$ cat src/rtl/inv_mixcol_seq_if.sv
// rtl/inv_mixcol_seq_if.sv - handshake bundle for inv_mixcol_seq; fwd present only with INV_MIXCOL_FWD_EN
interface inv_mixcol_seq_if;
  logic         in_valid;
  logic         in_ready;
  logic [127:0] ip;
  logic         enable;
  logic         out_valid;
  logic         out_ready;
  logic [127:0] op;
`ifdef INV_MIXCOL_FWD_EN
  logic         fwd;

  modport master (
    output in_valid, ip, enable, fwd, out_ready,
    input  in_ready, out_valid, op
  );
  modport slave (
    input  in_valid, ip, enable, fwd, out_ready,
    output in_ready, out_valid, op
  );
`else
  modport master (
    output in_valid, ip, enable, out_ready,
    input  in_ready, out_valid, op
  );
  modport slave (
    input  in_valid, ip, enable, out_ready,
    output in_ready, out_valid, op
  );
`endif
endinterface

$ cat src/rtl/inv_mixcol_seq.sv
// rtl/inv_mixcol_seq.sv - iterative AES InvMixColumns, one column per clock; INV_MIXCOL_FWD_EN adds forward matrix
module inv_mixcol_seq (
  input  logic         clk,
  input  logic         rst_n,
  inv_mixcol_seq_if.slave bus
);

  typedef enum logic [1:0] {IDLE, BUSY, DONE} state_t;

  state_t       state, next_state;
  logic [1:0]   cnt;
  logic [127:0] work_q;
  logic [127:0] res_q;
  logic         accept;
  logic         in_ready;
  logic         out_valid;
  logic [31:0]  col;
  logic [31:0]  mix_out;

  function automatic logic [7:0] xt(input logic [7:0] b);
    return {b[6:0], 1'b0} ^ (b[7] ? 8'h1b : 8'h00);
  endfunction

  function automatic logic [7:0] m9(input logic [7:0] b);
    return xt(xt(xt(b))) ^ b;
  endfunction

  function automatic logic [7:0] mb(input logic [7:0] b);
    return xt(xt(xt(b))) ^ xt(b) ^ b;
  endfunction

  function automatic logic [7:0] md(input logic [7:0] b);
    return xt(xt(xt(b))) ^ xt(xt(b)) ^ b;
  endfunction

  function automatic logic [7:0] me(input logic [7:0] b);
    return xt(xt(xt(b))) ^ xt(xt(b)) ^ xt(b);
  endfunction

  // Row 0 sits in the top byte of a column.
  function automatic logic [31:0] inv_col(input logic [31:0] c);
    logic [7:0] s0, s1, s2, s3;
    s0 = c[31:24];
    s1 = c[23:16];
    s2 = c[15:8];
    s3 = c[7:0];
    return {me(s0) ^ mb(s1) ^ md(s2) ^ m9(s3),
            m9(s0) ^ me(s1) ^ mb(s2) ^ md(s3),
            md(s0) ^ m9(s1) ^ me(s2) ^ mb(s3),
            mb(s0) ^ md(s1) ^ m9(s2) ^ me(s3)};
  endfunction

`ifdef INV_MIXCOL_FWD_EN
  logic fwd_q;

  function automatic logic [31:0] fwd_col(input logic [31:0] c);
    logic [7:0] s0, s1, s2, s3;
    s0 = c[31:24];
    s1 = c[23:16];
    s2 = c[15:8];
    s3 = c[7:0];
    return {xt(s0) ^ xt(s1) ^ s1 ^ s2 ^ s3,
            s0 ^ xt(s1) ^ xt(s2) ^ s2 ^ s3,
            s0 ^ s1 ^ xt(s2) ^ xt(s3) ^ s3,
            xt(s0) ^ s0 ^ s1 ^ s2 ^ xt(s3)};
  endfunction
`endif

  assign col = work_q[{cnt, 5'd0} +: 32];

`ifdef INV_MIXCOL_FWD_EN
  assign mix_out = fwd_q ? fwd_col(col) : inv_col(col);
`else
  assign mix_out = inv_col(col);
`endif

  always_ff @(posedge clk or negedge rst_n) begin
    if (!rst_n) begin
      state <= IDLE;
    end else begin
      state <= next_state;
    end
  end

  always_comb begin
    next_state = state;
    in_ready   = 1'b0;
    out_valid  = 1'b0;
    accept     = 1'b0;
    case (state)
      IDLE: begin
        in_ready = 1'b1;
        if (bus.in_valid) begin
          accept     = 1'b1;
          next_state = bus.enable ? BUSY : DONE;
        end
      end
      BUSY: begin
        if (cnt == 2'd3) begin
          next_state = DONE;
        end
      end
      DONE: begin
        out_valid = 1'b1;
        if (bus.out_ready) begin
          next_state = IDLE;
        end
      end
      default: next_state = IDLE;
    endcase
  end

  always_ff @(posedge clk or negedge rst_n) begin
    if (!rst_n) begin
      cnt    <= 2'd0;
      work_q <= '0;
      res_q  <= '0;
`ifdef INV_MIXCOL_FWD_EN
      fwd_q  <= 1'b0;
`endif
    end else begin
      if (accept) begin
        work_q <= bus.ip;
        cnt    <= 2'd0;
`ifdef INV_MIXCOL_FWD_EN
        fwd_q  <= bus.fwd;
`endif
        if (!bus.enable) begin
          res_q <= bus.ip;
        end
      end
      if (state == BUSY) begin
        res_q[{cnt, 5'd0} +: 32] <= mix_out;
        cnt <= (cnt == 2'd3) ? 2'd0 : cnt + 2'd1;
      end
    end
  end

  assign bus.in_ready  = in_ready;
  assign bus.out_valid = out_valid;
  assign bus.op        = res_q;

endmodule

$ cat src/flat_wrapper.sv
// flat-port wrapper written by rule: the top's interface ports become plain ports
module inv_mixcol_seq_flat 
  (clk, rst_n, bus_in_valid, bus_ip, bus_enable, bus_out_ready, bus_in_ready, bus_out_valid, bus_op);
  inv_mixcol_seq_if bus_i ();
  input  logic clk;
  input  logic rst_n;
  input wire logic [$bits(bus_i.in_valid)-1:0] bus_in_valid;
  input wire logic [$bits(bus_i.ip)-1:0] bus_ip;
  input wire logic [$bits(bus_i.enable)-1:0] bus_enable;
  input wire logic [$bits(bus_i.out_ready)-1:0] bus_out_ready;
  output wire logic [$bits(bus_i.in_ready)-1:0] bus_in_ready;
  output wire logic [$bits(bus_i.out_valid)-1:0] bus_out_valid;
  output wire logic [$bits(bus_i.op)-1:0] bus_op;
  assign bus_i.in_valid = bus_in_valid;
  assign bus_i.ip = bus_ip;
  assign bus_i.enable = bus_enable;
  assign bus_i.out_ready = bus_out_ready;
  assign bus_in_ready = bus_i.in_ready;
  assign bus_out_valid = bus_i.out_valid;
  assign bus_op = bus_i.op;
  inv_mixcol_seq u_core (.clk(clk), .rst_n(rst_n), .bus(bus_i));
endmodule
$ cat config.mk
export PLATFORM = sky130hd
export DESIGN_NAME = inv_mixcol_seq_flat
export DESIGN_NICKNAME = d
export VERILOG_FILES = /design/src/rtl/inv_mixcol_seq_if.sv /design/src/rtl/inv_mixcol_seq.sv /design/src/flat_wrapper.sv
export SDC_FILE = /design/constraint.sdc
export NUM_CORES = 1
export LEC_CHECK = 0
export CORE_ASPECT_RATIO = 0.7
export CORE_MARGIN = 4
export CORE_UTILIZATION = 38
export CTS_CLUSTER_DIAMETER = 40
export DETAILED_ROUTE_END_ITERATION = 12
export PLACE_DENSITY = 0.68
export SYNTH_ARGS = -nofsm -noshare
export SYNTH_HDL_FRONTEND = slang
export SYNTH_SLANG_ARGS = --single-unit
$ cat constraint.sdc
create_clock -name clk -period 7.4 [get_ports clk]
set_input_delay 1.11 -clock clk [delete_from_list [all_inputs] [get_ports clk]]
set_output_delay 1.11 -clock clk [all_outputs]
set_load 0.03 [all_outputs]
Yosys cells after proc, flatten, opt, wreduce, memory -nomap -nowiden
Index checks and enable logic that the tools add are counted.
Widths: inputs -> output; s select.
- register bits after elaboration: 260
- input bits: 133
- output and inout port bits: 130
- word-level logic and storage cells: 94
- add/sub/neg operators: 2
- eq/ne operators: 6
- shift-type cells: 3
- mux-type cells: 28
- bitwise gates (word level): 48
- reduce and logical (&&, ||, !) cells: 3
- operators with widths (operator ; count):
    $mux 128 ; 3
    $xor 8x8->8 ; 46
    $bwmux 128 ; 1
    $shift 32x9->128 const A ; 1
    $shiftx 128x8->32 ; 1
    $shiftx 32x9->128 ; 1
    $mux 5 ; 12
    $xor 8x5->8 ; 2
    $mux 2 ; 7
    $neg 7->9 ; 1
    $pmux 2 s3 ; 1
    $eq 2x2->1 const B ; 2
    $mux 1 ; 4
    $ne 2x2->1 const B ; 2
    $reduce_and 3->1 ; 1
    $add 2x1->2 const B ; 1
    $eq 2x1->1 const B ; 1
    $logic_not 2->1 ; 1
    $ne 2x1->1 const B ; 1
    $reduce_bool 2->1 ; 1

Longest topological paths before layout
- depth after elaboration: 15
- depth in mapped cells: 11
- mapped depth without buffers: 6

Least setup slack after synthesis
OpenSTA, ideal clock, no wires.
- path type: flip-flop to flip-flop
- start: register u_core.cnt[0]
- end: register u_core.res_q[12], in the netlist u_core.bus.op[12]
- data arrival time: 2.931 ns
- required time: 7.317 ns
- slack: 4.386 ns
- cell stages (with the launch flop): 9
- period minus slack after synthesis: 3.014 ns
- path through: dfrtp_1 -> buf_6 -> buf_8 -> mux4_2 -> xnor2_1 -> xnor3_2 -> xnor3_2 -> xor3_1 -> o22ai_1
- longest elaborated chain between the ends: 13
- ends and longest elaborated chain (element ; RTL line ; source):
    start, declared ; inv_mixcol_seq.sv:11 ; logic [1:0] cnt;
    start signal, assigned ; inv_mixcol_seq.sv:134 ; cnt <= (cnt == 2'd3) ? 2'd0 : cnt + 2'd1;
    $shiftx 128x8->32 ; inv_mixcol_seq.sv:69 ; assign col = work_q[{cnt, 5'd0} +: 32];
    $xor 8x8->8 / $mux 5 (equally long branches) (2 in a row) ; inv_mixcol_seq.sv:21 ; return {b[6:0], 1'b0} ^ (b[7] ? 8'h1b : 8'h00);
    $mux 5 / $xor 8x8->8 (equally long branches) ; inv_mixcol_seq.sv:21 ;
    $xor 8x5->8 / $xor 8x8->8 (equally long branches) ; inv_mixcol_seq.sv:21 ;
    $xor 8x8->8 (on tied branches) (2 in a row) ; inv_mixcol_seq.sv:29, inv_mixcol_seq.sv:33, inv_mixcol_seq.sv:37 ;
    $xor 8x8->8 (on tied branches) (3 in a row) ; - ;
    $shiftx 32x9->128 ; inv_mixcol_seq.sv:133 ; res_q[{cnt, 5'd0} +: 32] <= mix_out;
    $bwmux 128 * ; inv_mixcol_seq.sv:133 ;
    $mux 128 * ; inv_mixcol_seq.sv:132 ; if (state == BUSY) begin
    end signal, assigned ; inv_mixcol_seq.sv:129 ; res_q <= bus.ip;
    end signal, assigned by index ; inv_mixcol_seq.sv:133 ;
    end, declared ; inv_mixcol_seq.sv:13 ; logic [127:0] res_q;
Mark *: on every way between the ends. The rest lies on a longest branch, timed or not.
A chain may end at the register's enable or synchronous reset.

Worst setup path in the final report
- start: register u_core.cnt[0]
- end: register u_core.res_q[99], in the netlist u_core.bus.op[99]
Same word-level chain as after synthesis.

==> results_dict.tcl <==
set metrics [dict create \
    outcome "complete, no violations" \
    cts_tree "built" \
    avgSynthCellArea_um2 13.9 \
    gp_congestion 0.945 \
    tightest_slew_ns 1.22 \
    maxCapViolCount 0 \
    diodes 0 \
    drt_wl_total_mm 42.2 \
    worstPathArrival_ns 4.60 \
    synth-seq-cells 260 \
    slowest_stage "mux4_2" \
    path_clk_slew_ns 0.05 \
    rsz0062_at_grt "false" \
    drive_gt1_frac 0.207 \
    drc_errors 0 \
    worstHoldStart "u_core.work_q[78]$_DFFE_PN0P_" \
    synthToLayoutAreaGrowth_pct 30.7 \
    yosys_warnings 0 \
    final_hold_viol_count 0 \
    cts.sinks 260 \
    maxSlewViolCount 0 \
    dieArea_um2 38700 \
    hold_path_class "flop to flop" \
    dp_hpwl_mm 29.4 \
    die_h_um 166 \
    cp-start-kind "flop" \
    clock_tree.root_cell "clkbuf_16" \
    drtIter0Drc 776 \
    ios 263 \
    cts_buffers 34 \
    ys_types 37 \
    crit_path_max_fanout 24 \
    grt_overflow 0 \
    grt_pass1_vias 9739 \
    r2r.worst_path.cells 7 \
    port_buffers 262 \
    clk_path_buf_depth 3 \
    fin_tns_setup_ns 0 \
    fill_cells 3002 \
    cpPeakStageDelay_ns 0.73 \
    fin_crit_sh 0.577 \
    grt_max_degree 155 \
    crit_path_start "u_core.cnt[0]$_DFFE_PN0P_" \
    worstReg2RegStart "u_core.cnt[0]$_DFFE_PN0P_" \
    whs_path_depth 1 \
    num-nets-final 1339 \
    netlist_area_um2 13500 \
    core_area_um2 34900 \
    grt_usage 0.215 \
    post_cts.repair.setup_buffers 0 \
    antenna_found_initial 0 \
    ctsResizeCount 0 \
    criticalPathCategory "flop to flop" \
    first_pass_iters 5 \
    num_vias 9359 \
    placementRows 57 \
    routedWlPerCell_um 24.9 \
    finalSetupViolations 0 \
    vias_per_cell 5.52 \
    fmax_mhz 234 \
    crit_path_cell_trace "buf_4, mux4_2, xor2_1, xnor2_1, xnor3_1, xnor2_1, o22ai_1" \
    grt_pass1_wl_mm 63.3 \
    hold_buffers 0 \
    crit_top_cell "xnor2_1" \
    syn_inst 969 \
    cp.required_ns 7.73 \
    cts_htree_levels 2 \
    fin_crit_ns 4.27 \
    die_w_um 233 \
    slew_headroom 0.187 \
    worst_setup_path_end_kind "flop" \
    ant_nets 0 \
    start_util 0.387 \
    clk_latency_ns 0.52 \
    synth_nets 1108 \
    synth_seq_area_share 0.482 \
    fin_skew_ns 0.0137 \
]
## Yosys cell counts, drive strengths merged
master | n | area [um2]
nand3 | 3 | 15.0
mux2 | 128 | 1440
xnor2 | 116 | 1120
nor2b | 3 | 18.8
o31ai | 1 | 7.51
and2 | 5 | 31.3
a22o | 1 | 8.76
nand3b | 1 | 7.51
nand2b | 1 | 6.26
buf | 25 | 168
nand4b | 1 | 8.76
o21bai | 1 | 7.51
o2bb2ai | 1 | 8.76
a21oi | 2 | 10.0
clkbuf | 51 | 191
nand2 | 1 | 3.75
o22ai | 128 | 801
xor2 | 36 | 323
ha | 6 | 75.1
mux4 | 32 | 728
xnor3 | 20 | 454
inv | 3 | 11.3
nor2 | 4 | 15.0
dfrtp | 260 | 6510
nor3b | 1 | 7.51
xor3 | 10 | 239
mux2i | 128 | 1280
## cell families (layout without fill, tap and decap cells)
family,Yosys count,after routing,share of synthesized area
and+or+nand+nor,20,20,0.00843
DFF,260,260,0.482
buffers and inverters,79,334,0.0274
muxes,288,288,0.256
adders and majority gates,6,6,0.00556
AOI/OAI and AO/OA,134,134,0.0625
xor gates and xnor gates,182,182,0.159
## flip-flops by register name, summed over array words and instances (netlist names)
register and cells:
u_core.bus.op 128, u_core.work_q 128, u_core.cnt 2, u_core.state 2
## cell usage in the layout, fill, tap and decap left out, types with 4 or more instances in the layout
cell type        count
mux4_2              30
clkbuf_16           37
o22ai_1            128
xnor2_1            103
and2_2               4
nor2_1               4
xnor3_1             17
dfrtp_1            258
clkbuf_1             4
xnor2_2             12
buf_4                8
inv_6                5
mux2_2             128
xor3_1               9
mux2i_1            128
xor2_1              35
clkdlybuf4s50_1    261
ha_1                 6
## layout make-up
class                   instances  area [um2]  share of cell area
clock inverters                16         194              0.0110
flip-flops and latches        260        6510               0.369
well taps                     472         591              0.0335
repair buffers                271        2710               0.153
inverters                       3        11.3            0.000638
clock buffers                  44         982              0.0557
multi-input cells             630        6650               0.377
## final timing paths
kind,endpoint,slack [ns]
setup reg to reg,u_core.bus.op[99]$_DFF_PN0_,3.13
min in group asynchronous,u_core.bus.op[24]$_DFF_PN0_,0.62
setup / recovery,u_core.bus.op[99]$_DFF_PN0_,3.13
max in group asynchronous,u_core.bus.op[9]$_DFF_PN0_,5.37
hold / removal,u_core.work_q[78]$_DFFE_PN0P_,0.50
hold reg to reg,u_core.work_q[78]$_DFFE_PN0P_,0.50
## routing by layer
metal  share of wire  track usage  vias to the layer above
met5               0            0                        -
met1            0.47        0.323                     4891
met3           0.083       0.0565                       45
met2            0.44        0.318                      392
li1                -            -                     4031
met4           0.012       0.0390                        0
## critical path, delay by kind of cell, from the launching register on
kind	cells	cell delay, ns
xor+xnor	4	1.89
mux	1	0.73
flops	1	0.69
buf+inv	1	0.55
compound gates	1	0.19
## per-stage QoR
step / cell area (um2) / util / hold WS, ns / setup slack, ns / std cells
5_1_grt: 17600 / 0.506 / 0.512 / 2.82 / 1696
4_1_cts: 17600 / 0.506 / 0.502 / 3.07 / 1696
6_report: 17600 / 0.506 / 0.499 / 3.13 / 1696
3_3_place_gp: 16500 / 0.472 / 0.482 / 3.06 / 1636
2_1_floorplan: 13500 / - / 0.472 / 4.39 / 969
3_5_place_dp: 16500 / 0.472 / 0.490 / 3.08 / 1636
Power is not shown: default switching activity piles up to over one toggle a cycle in this logic, so the estimate is an artifact.
